<file path="config.mk">
export PLATFORM = sky130hd
export DESIGN_NAME = keypad_scanner
export DESIGN_NICKNAME = d
export VERILOG_FILES = /design/src/rtl/keypad_scanner.sv
export SDC_FILE = /design/constraint.sdc
export NUM_CORES = 1
export LEC_CHECK = 0
export BUFFER_PORTS_ARGS = -buffer_cell sky130_fd_sc_hd__buf_2
export CORE_MARGIN = 5
export CORE_UTILIZATION = 60
export CTS_CLUSTER_DIAMETER = 120
export DETAILED_ROUTE_END_ITERATION = 16
export PLACE_DENSITY = 0.79
export SYNTH_ARGS = -nofsm -noshare
export SYNTH_HDL_FRONTEND = slang
export SYNTH_SLANG_ARGS = --single-unit
</file>
<file path="constraint.sdc">
create_clock -name clk -period 3 [get_ports clk]
set_clock_uncertainty 0.05 [all_clocks]
set_input_delay 0.15 -clock clk [delete_from_list [all_inputs] [get_ports clk]]
set_output_delay 0.15 -clock clk [all_outputs]
set_load 0.01 [all_outputs]
</file>
<file path="src/rtl/keypad_scanner.sv">
`timescale 1ns/1ps
// keypad_scanner: scans a 4x4 keypad, debounces one key and emits one-cycle command pulses.
// Define KEYPAD_REPEAT_EN to compile in auto-repeat of held keys (register key excluded).
module keypad_scanner #(
  parameter int unsigned SCAN_DIV        = 1000,
  parameter int unsigned DEBOUNCE_CYCLES = 50000,
  parameter int unsigned REPEAT_CYCLES   = 5000000
) (
  input  logic       clk,
  input  logic       rst,
  input  logic [3:0] col_in,
  output logic [3:0] row_out,
  output logic [3:0] digit,
  output logic       store_digit,
  output logic       is_reg,
  output logic       op_valid,
  output logic [2:0] op
);

  localparam int unsigned DwellW = $clog2(SCAN_DIV) + 1;
  localparam int unsigned DebW   = $clog2(DEBOUNCE_CYCLES) + 1;
  localparam logic [DwellW-1:0] DwellLast = DwellW'(SCAN_DIV - 1);
  localparam logic [DebW-1:0]   DebMax    = DebW'(DEBOUNCE_CYCLES);

  if (SCAN_DIV < 4 || DEBOUNCE_CYCLES < 2 || REPEAT_CYCLES < 1) begin : g_param_check
    $error("keypad_scanner: invalid parameter values");
  end

  typedef enum logic [1:0] {StScan, StDebounce, StEmit, StHold} state_e;

  state_e            state_q, state_d;
  logic [3:0]        sync1_q, col_s_q;
  logic [3:0]        row_q, row_d;
  logic [DwellW-1:0] dwell_q, dwell_d;
  logic [DebW-1:0]   cnt_q, cnt_d;
  logic [3:0]        pat_q, pat_d;
  logic [3:0]        code_q, code_d;
  logic [3:0]        digit_q, digit_d;
  logic [2:0]        op_q, op_d;
  logic              store_q, store_d;
  logic              reg_q, reg_d;
  logic              opv_q, opv_d;
  logic              emit;

`ifdef KEYPAD_REPEAT_EN
  localparam int unsigned RepW = $clog2(REPEAT_CYCLES) + 1;
  localparam logic [RepW-1:0] RepMax = RepW'(REPEAT_CYCLES);
  logic [RepW-1:0] rep_q, rep_d;
`else
  // Single pulse per press: no repeat state exists in this build.
`endif

  function automatic logic [1:0] row_idx(input logic [3:0] r);
    logic [1:0] idx;
    idx = 2'd0;
    for (int i = 0; i < 4; i++) if (r[i]) idx = 2'(i);
    return idx;
  endfunction

  // Lowest set column wins when several keys in a row are down.
  function automatic logic [1:0] low_col(input logic [3:0] c);
    logic [1:0] idx;
    idx = 2'd0;
    for (int i = 3; i >= 0; i--) if (c[i]) idx = 2'(i);
    return idx;
  endfunction

  always_comb begin
    state_d = state_q;
    row_d   = row_q;
    dwell_d = dwell_q;
    cnt_d   = cnt_q;
    pat_d   = pat_q;
    code_d  = code_q;
    digit_d = digit_q;
    op_d    = op_q;
    store_d = 1'b0;
    reg_d   = 1'b0;
    opv_d   = 1'b0;
    emit    = 1'b0;

    unique case (state_q)
      StScan: begin
        if (dwell_q >= DwellLast) begin
          dwell_d = '0;
          if (col_s_q != 4'b0000) begin
            pat_d   = col_s_q;
            code_d  = {row_idx(row_q), low_col(col_s_q)};
            cnt_d   = '0;
            state_d = StDebounce;
          end else begin
            row_d = {row_q[2:0], row_q[3]};
          end
        end else begin
          dwell_d = dwell_q + 1'b1;
        end
      end
      StDebounce: begin
        if (col_s_q != pat_q) begin
          state_d = StScan;
          row_d   = {row_q[2:0], row_q[3]};
          dwell_d = '0;
        end else if (cnt_q + 1'b1 >= DebMax) begin
          state_d = StEmit;
          emit    = 1'b1;
        end else begin
          cnt_d = cnt_q + 1'b1;
        end
      end
      StEmit: begin
        state_d = StHold;
        cnt_d   = '0;
      end
      StHold: begin
        if (col_s_q != 4'b0000) begin
          cnt_d = '0;
        end else if (cnt_q + 1'b1 >= DebMax) begin
          state_d = StScan;
          row_d   = 4'b0001;
          dwell_d = '0;
          cnt_d   = '0;
        end else begin
          cnt_d = cnt_q + 1'b1;
        end
      end
      default: state_d = StScan;
    endcase

`ifdef KEYPAD_REPEAT_EN
    // Counts consecutive cycles the latched pattern is held, restarting at each pulse.
    rep_d = '0;
    if ((state_q == StEmit || state_q == StHold) && col_s_q == pat_q) begin
      if (state_q == StHold && code_q != 4'd10 && rep_q + 1'b1 >= RepMax) begin
        emit  = 1'b1;
        rep_d = '0;
      end else if (rep_q < RepMax) begin
        rep_d = rep_q + 1'b1;
      end else begin
        rep_d = rep_q;
      end
    end
`endif

    if (emit) begin
      if (code_q < 4'd10) begin
        store_d = 1'b1;
        digit_d = code_q;
      end else if (code_q == 4'd10) begin
        reg_d = 1'b1;
      end else begin
        opv_d = 1'b1;
        op_d  = 3'(code_q - 4'd11);
      end
    end
  end

  always_ff @(posedge clk) begin
    if (rst) begin
      sync1_q <= '0;
      col_s_q <= '0;
      state_q <= StScan;
      row_q   <= 4'b0001;
      dwell_q <= '0;
      cnt_q   <= '0;
      pat_q   <= '0;
      code_q  <= '0;
      digit_q <= '0;
      op_q    <= '0;
      store_q <= 1'b0;
      reg_q   <= 1'b0;
      opv_q   <= 1'b0;
`ifdef KEYPAD_REPEAT_EN
      rep_q   <= '0;
`endif
    end else begin
      sync1_q <= col_in;
      col_s_q <= sync1_q;
      state_q <= state_d;
      row_q   <= row_d;
      dwell_q <= dwell_d;
      cnt_q   <= cnt_d;
      pat_q   <= pat_d;
      code_q  <= code_d;
      digit_q <= digit_d;
      op_q    <= op_d;
      store_q <= store_d;
      reg_q   <= reg_d;
      opv_q   <= opv_d;
`ifdef KEYPAD_REPEAT_EN
      rep_q   <= rep_d;
`endif
    end
  end

  assign row_out     = row_q;
  assign digit       = digit_q;
  assign op          = op_q;
  assign store_digit = store_q;
  assign is_reg      = reg_q;
  assign op_valid    = opv_q;

endmodule

</file>
==> results of run 1 <==
Yosys cell counts, types with 2 or more instances:
cell type and instances:
dfxtp_1 60, nor2_1 35, nand2_1 27, o21ai_0 16
nand3_1 15, a21o_1 13, a21oi_1 11, inv_1 11
nor3_1 11, nor2b_1 10, xnor2_1 10, clkbuf_1 9
mux2i_1 9, a211oi_1 6, and3_1 6, buf_2 6
o31ai_1 6, a31oi_1 5, ha_1 5, nand4_1 5
nor4_1 5, o211ai_1 5, o21ai_1 5, nand2b_1 4
a22o_1 3, and2_1 3, o221a_2 3, a311oi_1 2
nor2_2 2, nor3b_1 2, nor4_4 2, o21a_1 2
o22ai_1 2, or2_2 2, or3_1 2, or4_1 2
xor2_1 2
power breakdown:
part	switching (mW)	internal, mW	total, mW	leakage (nW)
logic	0.0306	0.0239	0.0545	0.757
registers	0.00810	0.805	0.813	0.485
clock network	0.333	0.493	0.826	0.106
total	0.372	1.32	1.69	1.35
layout make-up:
| class | instances | share of cell area [%] |
|---|---|---|
| flip-flops and latches | 60 | 34.54 |
| well taps | 67 | 2.411 |
| clock buffers | 11 | 4.066 |
| inverters | 11 | 1.187 |
| clock inverters | 5 | 2.411 |
| repair buffers | 35 | 6.477 |
| multi-input cells | 259 | 48.90 |
critical path, cell delays in order, from the launching register on:
cell and delay (ns):
dfxtp_1 0.43, ha_2 0.25, and4_2 0.32, a31oi_1 0.10
a31o_2 0.25, nor4_4 0.35, o21ai_1 0.19, a2111oi_4 0.38
buf_4 0.20, nor2_1 0.05, a211oi_1 0.23
layout by cell type, fill, tap and decap left out, types with 3 or more instances in the layout:
master	synthesis	layout
o221a_2	3	3
and2_1	3	3
nor2_1	35	35
o21ai_1	5	5
mux2i_1	9	9
nor2b_1	10	10
buf_2	6	19
dfxtp_1	60	60
nand4_1	5	5
o21ai_0	16	16
inv_1	11	11
nand3_1	15	15
nor4_1	5	5
o211ai_1	5	5
xnor2_1	10	10
and3_1	6	6
a211oi_1	6	6
nand2_1	27	27
buf_4	1	12
o31ai_1	6	6
ha_1	5	4
clkbuf_8	0	10
a21oi_1	11	11
a31oi_1	5	5
dlygate4sd3_1	0	4
a22o_1	3	3
nand2b_1	4	4
nor3_1	11	11
a21o_1	13	13
cell families (layout without fill, tap and decap cells):
logic type,Yosys count,in the layout
muxes,9,9
adders and majority gates,5,5
DFF,60,60
buffers and inverters,30,62
and+or+nand+nor,143,143
xor gates and xnor gates,12,12
AOI/OAI and AO/OA,90,90
timing repair:
item,CTS,global route
setup buffers,0,2
gates resized for setup,0,3
hold buffers,4,0
endpoints found under the setup margin,0,25
endpoints found under the hold margin,4,0
metal layers:
metal / vias to the layer above / part of all wire [%] / GRT usage, %
li1: 1329 / - / -
met1: 1224 / 45 / 29.64
met2: 96 / 47 / 37.85
met3: 14 / 6.0 / 4.324
met4: 0 / 1.9 / 9.797
met5: - / 0 / 0
worst max path at each step:
stage	slack, ns	endpoint	start
finish	0.1	op[1]$_SDFFE_PP0P_	cnt_q[1]$_SDFFE_PP0P_
global route	-0.03	op[0]$_SDFFE_PP0P_	cnt_q[1]$_SDFFE_PP0P_
CTS	0.06	cnt_q[9]$_SDFFE_PP0P_	cnt_q[1]$_SDFFE_PP0P_
detailed placement	0.10	cnt_q[9]$_SDFFE_PP0P_	cnt_q[1]$_SDFFE_PP0P_
global placement	0.22	cnt_q[9]$_SDFFE_PP0P_	cnt_q[1]$_SDFFE_PP0P_
floorplan	0.40	cnt_q[12]$_SDFFE_PP0P_	cnt_q[0]$_SDFFE_PP0P_
==> results.py, run 1 <==
metrics = {
    "power_and_ir_drop": {
        "vdd_drop_max_mv": 0.4329,
        "p_leak_nw": 1.349,
        "p_total_mw": 1.694,
        "power_density_nw_per_um2": 487.1,
    },
    "final_layout": {
        "multi_input_area_um2": 1700,
        "diodes": 0,
        "nets": 387,
        "n_fill_cell": 363,
        "fin_area_um2": 3477,
        "reg_top3": "cnt_q (17), dwell_q (11)",
        "final_util_pct": 72.18,
        "layoutNonFillerInstCount": 448,
        "largest_reg_flops": 17,
        "regArea_um2": 1201,
        "syn_to_final_growth_pct": 14.93,
        "drive_gt1_share_pct": 17.85,
        "regMostFlops": "cnt_q",
    },
    "cts": {
        "cts_buffers": 9,
        "cts_tree": "yes",
        "worstSkewPairLatency_ns": 0.34,
        "clock_path_buffers": 2,
        "cts-root-buf": "clkbuf_8",
        "cts.clk_slew.worst_paths_ns": 0.07,
        "cts_max_level": 3,
        "clock_sinks": 60,
    },
    "sta": {
        "relSlewSlack_pct": 65.75,
        "tightest_slew_ns": 0.5008,
        "holdWs_ns": 0.2558,
        "period_minus_slack_ns": 2.902,
        "worst_slack_ns": 0.09840,
        "hold_viol_final": 0,
        "fmax_ghz": 0.3446,
        "finalSetupViolations": 0,
        "tns_ns": 0,
        "fin_crit_sh_pct": 96.72,
        "final-max-slew-violation-count": 0,
    },
    "setup_path": {
        "crit_path_start_kind": "register",
        "ff2ff_setup_slack_ns": 0.1,
        "arrival_ns": 3.10,
        "ff2ff_path_depth": 10,
        "r2r-end": "op[1]$_SDFFE_PP0P_",
        "critical_path_class": "register to register",
        "cp_max_fo": 7,
        "worstSetupEndpointType": "register",
        "worstReg2RegStart": "cnt_q[1]$_SDFFE_PP0P_",
        "required_ns": 3.20,
    },
    "synthesis": {
        "ys.flop_type": "dfxtp_1",
        "synth_top_family_by_area": "simple AND/OR/NAND/NOR gates",
        "synth_compound_area_share_pct": 21.96,
        "synth_cell_types": 62,
        "yosysTopAreaCellShare_pct": 39.70,
        "yosys.area_share.adder_pct": 2.068,
        "postSynthAreaPerCell_um2": 8.669,
        "syn_area_um2": 3025,
        "yosysSeqAreaShare_pct": 39.70,
        "synth_area_leaders": "dfxtp_1 40%, nor2_1 4.3%, nand2_1 3.3%",
        "synthMuxAreaShare_pct": 2.978,
        "synth-xor-area-share_pct": 3.474,
        "synth_simple_gate_area_share_pct": 25.43,
        "synth-edff-count": 0,
        "yosys_warnings": 0,
        "syn_inst": 349,
        "ys_seq_elements": 60,
        "synthesis.nets": 360,
        "synth.largest_area_cell": "dfxtp_1",
        "async_reset_ff_share_pct": 0,
    },
    "route": {
        "first_iter_violations": 281,
        "via_per_inst": 5.944,
        "ant_nets": 0,
        "drcViolationCount": 0,
        "drt-pass1-iter-count": 5,
        "wl_per_cell_um": 15.17,
        "wl_mm": 6.794,
        "vias": 2663,
    },
    "global_routing": {
        "grt_pass1_wl_mm": 11.76,
        "antenna_found_initial": 0,
        "grt_start_max_net_pins": 36,
        "grt_pass1_vias": 2526,
        "grtUsageTotal_pct": 23.06,
        "grt-ovfl-total": 0,
    },
    "worst_hold_path": {
        "hp-start": "rst",
        "hold_path_class": "primary input to register",
        "hold_depth": 3,
        "holdPathEnd": "pat_q[0]$_SDFFE_PP0P_",
    },
    "outcome": {
        "status": "complete, no violations",
    },
    "die": {
        "placement_rows": 25,
        "fp.dieW_um": 81.01,
        "core_region_area_um2": 4817,
        "dieArea_um2": 6563,
        "ios": 20,
        "floorplan.initialDensity_pct": 62.81,
        "die_h_um": 81.01,
    },
    "placed_design": {
        "dp_hpwl_mm": 4.324,
        "pre_cts_slack_ns": 0.1026,
        "dpl_cell_area_um2": 3188,
        "place_inst": 426,
        "io_buffer_count": 19,
        "globalplace.congestion": 0.8914,
    },
    "job": {
        "maxCapViolCount": 0,
    },
}
(Power assumes the default switching activity.)
==> run 2, diff against run 1 <==
--- a/config.mk
+++ b/config.mk
@@ -5,12 +5,14 @@
 export SDC_FILE = /design/constraint.sdc
 export NUM_CORES = 1
 export LEC_CHECK = 0
+export ABC_CLOCK_PERIOD_IN_PS = 3000
 export BUFFER_PORTS_ARGS = -buffer_cell sky130_fd_sc_hd__buf_2
 export CORE_MARGIN = 5
 export CORE_UTILIZATION = 60
 export CTS_CLUSTER_DIAMETER = 120
 export DETAILED_ROUTE_END_ITERATION = 16
 export PLACE_DENSITY = 0.79
+export SETUP_SLACK_MARGIN = 0.1
 export SYNTH_ARGS = -nofsm -noshare
 export SYNTH_HDL_FRONTEND = slang
 export SYNTH_SLANG_ARGS = --single-unit
==> constraint.sdc (replaced) <==
create_clock -name clk -period 3 [get_ports clk]
set_clock_uncertainty 0.05 [all_clocks]
set_input_delay 0.15 -clock clk [delete_from_list [all_inputs] [get_ports clk]]
set_output_delay 0.15 -clock clk [all_outputs]
set_load 0.005 [all_outputs]
==> run 2 against run 1 <==
Effect of this change:
- non-clock buffer count shrank 1
- final cell count is 0.22% lower
- final area increased by 1.4%
- clock-buffer cell count unchanged
- via count grew 0.90%
- utilization is 0.99 points higher
- routed wire length up 3.8%
- hold slack improved by 0.0032 ns
- critical path type unchanged
==> results.py, run 2 (synthesis gave the netlist of run 1 again) <==
metrics = {
    "cts": {
        "clock_sinks": 60,
        "cts_tree": "yes",
        "cts_max_level": 3,
        "clock_path_buffers": 2,
        "cts_buffers": 9,
        "worstSkewPairLatency_ns": 0.34,
        "cts-root-buf": "clkbuf_8",
        "cts.clk_slew.worst_paths_ns": 0.07,
    },
    "route": {
        "wl_met3_um": 339,
        "vias": 2687,
        "wl_met2_mm": 3.405,
        "drt-pass1-iter-count": 4,
        "ant_nets": 0,
        "first_iter_violations": 247,
        "routed.top_layer": "met4",
        "wl_mm": 7.053,
        "met1_length_mm": 3.173,
        "wl_per_cell_um": 15.78,
        "drcViolationCount": 0,
        "via_per_inst": 6.011,
    },
    "setup_path": {
        "crit_path_start_kind": "register",
        "cp_max_fo": 7,
        "required_ns": 3.21,
        "arrival_ns": 2.95,
        "critical_path_class": "register to register",
        "worstSetupEndpointType": "register",
    },
    "die": {
        "dieArea_um2": 6563,
        "placement_rows": 25,
        "ios": 20,
        "core_region_area_um2": 4817,
        "floorplan.initialDensity_pct": 62.81,
        "fp.dieW_um": 81.01,
        "die_h_um": 81.01,
    },
    "sta": {
        "final-max-slew-violation-count": 0,
        "worst_slack_ns": 0.2585,
        "fin_crit_sh_pct": 91.38,
        "tightest_slew_ns": 0.5240,
        "finalSetupViolations": 0,
        "period_minus_slack_ns": 2.741,
        "fmax_ghz": 0.3648,
        "relSlewSlack_pct": 64.70,
        "hold_viol_final": 0,
        "rsz0062_at_grt": "false",
        "tns_ns": 0,
    },
    "final_layout": {
        "final_common_cell": "dfxtp_1",
        "reg_top3": "cnt_q (17), dwell_q (11)",
        "syn_to_final_growth_pct": 16.50,
        "fin_area_um2": 3525,
        "regMostFlops": "cnt_q",
        "largest_reg_flops": 17,
        "final_cell_mix": "59 x dfxtp_1, 35 x nor2_1, 27 x nand2_1",
        "layoutNonFillerInstCount": 447,
        "n_fill_cell": 356,
        "diodes": 0,
        "drive_gt1_share_pct": 18.95,
        "nets": 386,
    },
    "power_and_ir_drop": {
        "power_density_nw_per_um2": 481.2,
        "vdd_drop_max_mv": 0.4279,
        "p_leak_nw": 1.383,
    },
    "placed_design": {
        "globalplace.congestion": 0.8914,
        "io_buffer_count": 19,
        "dpl_cell_area_um2": 3188,
        "dp_hpwl_mm": 4.324,
        "place_inst": 426,
        "pre_cts_slack_ns": 0.1026,
    },
    "global_routing": {
        "grt_pass1_wl_mm": 12.08,
        "antenna_found_initial": 0,
        "grtUsageTotal_pct": 23.72,
        "grt_start_max_net_pins": 36,
        "grt-ovfl-total": 0,
        "grt_pass1_vias": 2564,
    },
    "job": {
        "maxCapViolCount": 0,
    },
    "outcome": {
        "status": "complete, no violations",
    },
    "worst_hold_path": {
        "hold_path_class": "primary input to register",
    },
}
## run 2: cell types whose count changed in the layout (fill, tap and decap cells not counted), sizes merged
cell,previous run,this run
buf,31,30
## run 2: layer usage
layer	track usage, %	vias up
met5	0	-
met4	9.291	0
met3	4.324	18
met2	39.16	85
met1	30.68	1268
li1	-	1316
## run 2: final cells by class
| class | count | area (um2) | area share, % |
|---|---|---|---|
| multi-input combinational | 259 | 1754 | 49.77 |
| sequential | 60 | 1202 | 34.11 |
| timing repair buffer | 34 | 217.7 | 6.177 |
| clock buffer | 11 | 141.4 | 4.011 |
| clock inverter | 5 | 83.83 | 2.378 |
| tap | 67 | 83.83 | 2.378 |
| inverter | 11 | 41.29 | 1.171 |
## run 2: where the power goes
group	internal, mW	switching [mW]
Combinational	0.0239	0.0308
Clock	0.494	0.335
Sequential	0.805	0.00806
Total	1.32	0.374
## run 2: path summary, 6_finish.rpt
path | cells past startpoint | from | slack [ns] | endpoint
hold reg to reg | 1 | sync1_q[3]$_SDFF_PP0_ | 0.41 | col_s_q[3]$_SDFF_PP0_
hold / removal | 3 | rst | 0.26 | pat_q[0]$_SDFFE_PP0P_
setup reg to reg | 9 | cnt_q[1]$_SDFFE_PP0P_ | 0.26 | cnt_q[5]$_SDFFE_PP0P_
setup / recovery | 9 | cnt_q[1]$_SDFFE_PP0P_ | 0.26 | cnt_q[5]$_SDFFE_PP0P_
## run 2: worst max-delay path, cell delays in order, from the launching register on
cell	delay [ns]
dfxtp_2	0.40
ha_2	0.23
and4_2	0.32
nand2_2	0.12
nor4_4	0.40
xnor2_2	0.20
nand4_1	0.26
nand2b_1	0.28
or3_1	0.33
o21ai_0	0.08
## run 2: metrics by stage
step,total power [mW],util (%),hold slack [ns]
after floorplan,0.8656,-,0.2282
after global placement,0.8784,66.18,0.3111
after global routing,1.748,73.17,0.2692
after detailed placement,0.8795,66.18,0.3190
final,1.696,73.17,0.2590
after CTS,1.698,71.95,0.2512
## run 2: what timing repair did
action                                 CTS  global route
gates cloned                             0             0
buffers inserted                         1             0
hold buffers                             4             0
pin swaps                                1             5
endpoints found under the hold margin    4             0
gates resized for setup                  1            12
setup endpoints to repair                3            30
